===== config.mk =====
export PLATFORM = sky130hd
export DESIGN_NAME = riscv_decode_stage
export DESIGN_NICKNAME = d
export VERILOG_FILES = /design/src/rtl/riscv_decode_stage.sv
export SDC_FILE = /design/constraint.sdc
export NUM_CORES = 1
export LEC_CHECK = 0
export ABC_AREA = 1
export ABC_CLOCK_PERIOD_IN_PS = 2100
export CAP_MARGIN = 20
export CELL_PAD_IN_SITES_DETAIL_PLACEMENT = 1
export CELL_PAD_IN_SITES_GLOBAL_PLACEMENT = 2
export CORE_MARGIN = 3
export CORE_UTILIZATION = 24
export CTS_CLUSTER_DIAMETER = 100
export CTS_CLUSTER_SIZE = 24
export DETAILED_ROUTE_END_ITERATION = 7
export GPL_TIMING_DRIVEN = 0
export HOLD_SLACK_MARGIN = 0.03
export PLACE_DENSITY = 0.91
export REMOVE_ABC_BUFFERS = 1
export SLEW_MARGIN = 20
export SYNTH_ARGS = -nofsm -noshare
export SYNTH_HDL_FRONTEND = slang
export SYNTH_SLANG_ARGS = --single-unit
export TNS_END_PERCENT = 50

===== constraint.sdc =====
create_clock -name clk -period 2.1 [get_ports clk]
set_input_delay 0.315 -clock clk [delete_from_list [all_inputs] [get_ports clk]]
set_output_delay 0.315 -clock clk [all_outputs]
set_load 0.02 [all_outputs]

===== src/rtl/riscv_decode_stage.sv =====
// Decode stage: rs2 read, I/S/J immediate extraction and operand-2 select,
// buffered in a 2-entry skid buffer between fetch and execute.
module riscv_decode_stage #(
    parameter int unsigned WORD_LENGTH = 32
) (
    input  logic                   clk,
    input  logic                   rst,
    input  logic                   in_valid,
    output logic                   in_ready,
    input  logic [31:0]            in_inst,
    input  logic [WORD_LENGTH-1:0] in_pc,
    input  logic                   flush,
    output logic [4:0]             rs2_addr,
    input  logic [WORD_LENGTH-1:0] rs2_rdata,
    output logic                   out_valid,
    input  logic                   out_ready,
    output logic [1:0]             op2_sel,
    output logic [WORD_LENGTH-1:0] rs2_data,
    output logic [WORD_LENGTH-1:0] imm_i_sext,
    output logic [WORD_LENGTH-1:0] imm_s_sext,
    output logic [WORD_LENGTH-1:0] imm_j_sext,
    output logic [WORD_LENGTH-1:0] out_pc,
    output logic                   illegal
);

    localparam logic [1:0] OP2_RS2 = 2'd0;
    localparam logic [1:0] OP2_IMI = 2'd1;
    localparam logic [1:0] OP2_IMS = 2'd2;
    localparam logic [1:0] OP2_IMJ = 2'd3;

    typedef struct packed {
        logic [1:0]             op2_sel;
        logic                   illegal;
        logic [WORD_LENGTH-1:0] rs2_data;
        logic [WORD_LENGTH-1:0] imm_i;
        logic [WORD_LENGTH-1:0] imm_s;
        logic [WORD_LENGTH-1:0] imm_j;
        logic [WORD_LENGTH-1:0] pc;
    } entry_t;

    entry_t     head_q, head_d, tail_q, tail_d, new_entry;
    logic [1:0] count_q, count_d;
    logic       push, pop;

    assign rs2_addr = in_inst[24:20];

    always_comb begin
        new_entry          = '0;
        new_entry.rs2_data = rs2_rdata;
        new_entry.pc       = in_pc;
        new_entry.imm_i    = {{(WORD_LENGTH-12){in_inst[31]}}, in_inst[31:20]};
        new_entry.imm_s    = {{(WORD_LENGTH-12){in_inst[31]}}, in_inst[31:25], in_inst[11:7]};
        new_entry.imm_j    = {{(WORD_LENGTH-21){in_inst[31]}}, in_inst[31], in_inst[19:12],
                              in_inst[20], in_inst[30:21], 1'b0};
        new_entry.op2_sel  = OP2_RS2;
        new_entry.illegal  = 1'b0;
        unique case (in_inst[6:0])
            7'b0110011, 7'b1100011:             new_entry.op2_sel = OP2_RS2;
            7'b0010011, 7'b0000011, 7'b1100111: new_entry.op2_sel = OP2_IMI;
            7'b0100011:                         new_entry.op2_sel = OP2_IMS;
            7'b1101111:                         new_entry.op2_sel = OP2_IMJ;
            default:                            new_entry.illegal = 1'b1;
        endcase
    end

    // in_ready depends on registered state only, never on out_ready.
    assign in_ready  = !rst && (count_q != 2'd2);
    assign out_valid = (count_q != 2'd0);
    assign push      = in_valid && in_ready && !flush;
    assign pop       = out_valid && out_ready && !flush;

    always_comb begin
        count_d = count_q;
        head_d  = head_q;
        tail_d  = tail_q;
        if (flush) begin
            count_d = 2'd0;
        end else begin
            case (count_q)
                2'd0: begin
                    if (push) begin
                        head_d  = new_entry;
                        count_d = 2'd1;
                    end
                end
                2'd1: begin
                    if (push && pop) begin
                        head_d = new_entry;
                    end else if (push) begin
                        tail_d  = new_entry;
                        count_d = 2'd2;
                    end else if (pop) begin
                        count_d = 2'd0;
                    end
                end
                2'd2: begin
                    if (pop) begin
                        head_d  = tail_q;
                        count_d = 2'd1;
                    end
                end
                default: count_d = 2'd0;
            endcase
        end
    end

    always_ff @(posedge clk) begin
        if (rst) begin
            count_q <= 2'd0;
            head_q  <= '0;
            tail_q  <= '0;
        end else begin
            count_q <= count_d;
            head_q  <= head_d;
            tail_q  <= tail_d;
        end
    end

    assign op2_sel    = head_q.op2_sel;
    assign illegal    = head_q.illegal;
    assign rs2_data   = head_q.rs2_data;
    assign imm_i_sext = head_q.imm_i;
    assign imm_s_sext = head_q.imm_s;
    assign imm_j_sext = head_q.imm_j;
    assign out_pc     = head_q.pc;

endmodule

# Yosys cells after proc, flatten, opt, wreduce, memory -nomap -nowiden
# Index checks and enable logic that the tools add are counted.
# word_totals
word_cells,61
register_bits,276
out_inout_bits,170
in_bits,101
# op_classes
muxes,12
n_reduce_logical,17
eq_ne,15
bitwise,2
# ops
cell,n
163-bit 2-to-1 mux,3
163-bit case mux with 3 select lines,1
7-bit equality test (second input constant),3
7-bit by 6-bit equality test with 1-bit output (second input constant),2
2-bit case mux with 3 select lines,2
2-bit 2-to-1 mux,5
2-bit != test (second input constant),5
4-bit AND reduction,2
7-bit by 2-bit equality test with 1-bit output (second input constant),1
7-bit by 5-bit equality test with 1-bit output (second input constant),1
7-bit OR reduction,1
1-bit logical AND,6
5-bit AND reduction,1
3-bit != test (second input constant),1
3-bit nonzero test,1
3-bit OR reduction,1
2-bit by 1-bit equality test with 1-bit output (second input constant),1
2-bit equality test (second input constant),1
1-bit zero test,2
2-bit zero test,1
1-bit inverter,2
2-bit nonzero test,1
2-bit OR reduction,1
1-bit 2-to-1 mux,1

# Longest topological paths before layout
# depth
depth_word,7
mapped_depth,12
mapped_depth_nobuf,10

# Worst setup path after synthesis
# OpenSTA, ideal clock, no wires.
# synth_timing
path_type,reg-to-output
startpoint,reg imm_i_sext[30] (netlist name)
endpoint,out imm_i_sext[12]
path_slack_ns,0.203
stages_incl_launch_ff,2
arrival_time_ns,1.582
t_required_ns,1.785
n_path_buf,1
path_cell_list,dfxtp_1 buf_4
# synth_rtl
item,line_no,rtl
"end, declared",19,"output logic [WORD_LENGTH-1:0] imm_i_sext,"

# Final worst setup path
# layout_timing
startpoint,reg count_q[0]
endpoint,out out_valid
# layout_between
elab_chain_cells,1
# layout_lines
item,line_no,rtl
"start, declared",42,"logic [1:0] count_q, count_d;"
"start signal, assigned",113,count_q <= count_d;
2-bit nonzero test,68,assign out_valid = (count_q != 2'd0);
"end, declared",15,"output logic out_valid,"
# Every way passes these cells.

==> out/metrics.cfg <==
[run_status]
status = complete, no violations

[clock_network]
insertion_delay_ns = 0.44
hold_buffers = 0
cts_max_level = 4
cts_sinks = 186
cts_tree = yes
clockBufferDepth = 2
clkTransAtPathRegs_ns = 0.07
cts_buffers = 17
root_buffer = clkbuf_16

[floorplanning]
die_w_um = 197
start_util_pct = 24.5
ios = 271
die-area_um2 = 38700
core-area_um2 = 35700
die-height_um = 197
std_cell_rows = 69

[power]
leakagePower_uw = 0.00544
power_density_nw_per_um2 = 696
power_uw = 8320
vdd_drop_max_v = 0.000527

[sta]
timing.final.crit_period_ns = 2.00
timing.hold.ws_ns = 0.281
drv_slew = 0
max_freq_ghz = 0.499
fin_ws_ns = 0.0956
hold_viol = 0
fin_crit_sh_pct = 95.4
rsz0062_at_grt = false
setup_viol = 0
finClkSkew_ns = 0.0106

[route]
viasPerCell = 4.32
drt_iter0_markers = 257
drt-total-wl_mm = 28.8
num_vias = 8418
drc = 0
post_drt_wl_per_cell_um = 14.8
drtAntennaViolNets = 0
drt_first_pass_iters = 4

[worst_setup_path]
r2r_end = tail_q[160]
reg2reg_depth = 7
crit_start = count_q[0]
crit_type = reg -> out
timing.rr.start = count_q[0]
cp.arrival_ns = 1.69
worstPathMaxFanout = 6
cp-start-kind = register
critPathCaptureType = output pin
crit_end = out_valid
worst_ep_required_time_ns = 1.78
r2r_slack_ns = 0.17

[final_layout]
layout.nets = 1577
area_delta_synth_final_pct = 36.8
layout-drive-gt1-share_pct = 4.10
diodes = 0
stdcell_count = 1950

[flow_run]
drv_cap = 0

[placement]
dpl.cell_count = 1906
portBuffers = 269
place.gp.congestion = 0.731
hpwl_mm = 16.7
dp_slack_ns = -0.980

[grt]
grt_pass1_wl_mm = 44.9
antenna_found_initial = 0
grt_pass1_vias = 8859
overflow = 0
grt_max_degree = 104
groute.usage.overall_pct = 14.3

[yosys]
avgSynthCellArea_um2 = 6.59
synthCells = 1326
seq_area_frac_synth_pct = 42.6
synth_cell_types = 21
syn-cell-area_um2 = 8740
yosysWarningCount = 0
ys_ff_latch = 186

[min_path]
hold_class = in -> reg
holdPathStages = 2

## final cells by class
type	instances	area (um2)
multi-input combinational	810	3450
fill	4452	23800
inverter	178	714
clock buffer	21	470
timing repair inverter	1	8.76
tap	461	577
timing repair buffer	282	2890
sequential	186	3730
clock inverter	11	111
## power breakdown
part / total (uW) / internal, uW / switching, uW
combinational: 1340 / 605 / 732
clock: 3280 / 1750 / 1530
sequential: 3710 / 3640 / 67.4
total: 8320 / 6000 / 2320
## cells in the final DEF (no fill, tap or decap), types with 2 or more instances in the layout
master / count
nand2_4: 3
buf_4: 3
nand2_8: 2
clkbuf_8: 3
nand4_1: 2
inv_8: 2
nand2_1: 321
clkinv_2: 2
dlymetal6s2s_1: 3
nand3_1: 3
nor2_1: 223
inv_1: 175
clkbuf_16: 18
o21ai_0: 159
inv_6: 4
nor2_2: 2
a21oi_1: 77
clkdlybuf4s50_1: 226
clkinv_4: 3
o21ai_1: 11
buf_16: 5
dlygate4sd2_1: 40
buf_6: 2
nor2_4: 2
bufinv_16: 2
dfxtp_1: 184
## synth_stat cells
master    number  area [um2]
nor3_4         1        16.3
o31ai_1        1        7.51
nand4_1        2        12.5
nor3_1         1        5.00
o21ai_0      159         796
a21oi_1       77         385
clkbuf_1      35         131
nor2_2         1        6.26
buf_2         32         160
buf_4         78         586
nand2_1      322        1210
inv_1        176         661
buf_6          8        90.1
o21ai_1       11        55.1
clkbuf_2       2        10.0
dfxtp_1      186        3720
nand2_2        2        12.5
nor2_1       226         848
nand3_1        3        15.0
conb_1         1        3.75
inv_2          2        7.51
## flip-flops by register name (all words and copies together) (netlist names)
signal and flops:
count_q 2, imm_j_sext 8, imm_s_sext 5, out_pc 32
rs2_data 32, illegal 1, imm_i_sext 12, tail_q 92
op2_sel 2
## what timing repair did
action | 4_1_cts | 5_1_grt
setup buffers | 4 | 2
endpoints found under the setup margin | 200 | 137
resized for setup | 48 | 9
pin swaps | 3 | 3
gates cloned | 3 | 3
## critical path, stage by stage, from the launching register on
cell and delay, ns:
dfxtp_2 0.37, nor2_1 0.24, inv_1 0.08, clkdlybuf4s50_1 0.55
## metrics by stage
step | instance area (um2) | util (%) | setup TNS (ns)
detailed placement | 11200 | 31.3 | -126.79
global route | 12000 | 33.5 | 0
CTS | 11900 | 33.2 | 0
finish | 12000 | 33.5 | 0
floorplan | 7760 | - | -495.36
global placement | 11000 | 30.9 | -677.77
## worst min path at each step
stage | slack, ns | from | end
after floorplan | 0.42 | rst | count_q[1]
after global placement | 0.43 | tail_q[137] | tail_q[137]
after detailed placement | 0.44 | tail_q[66] | tail_q[66]
after CTS | 0.45 | tail_q[19] | tail_q[19]
after global routing | 0.29 | flush | count_q[1]
final | 0.28 | flush | count_q[1]
## cells by family (layout without fill, tap and decap cells)
logic type | after synthesis | in the layout | synth area share, %
AO/OA/AOI/OAI | 248 | 248 | 14.2
buffers and inverters | 333 | 493 | 18.8
flip-flops | 186 | 186 | 42.6
other | 1 | 1 | 0.0429
AND/OR/NAND/NOR | 558 | 561 | 24.3
## metal layers
layer / part of all wire (%) / vias up / GRT usage (%)
met2: 48 / 186 / 25.8
met4: 1.1 / 0 / 3.59
li1: - / 4243 / -
met5: 0 / - / 0
met3: 5.0 / 15 / 3.64
met1: 46 / 3974 / 16.9
Note: power is estimated with default switching activity, not from simulation.
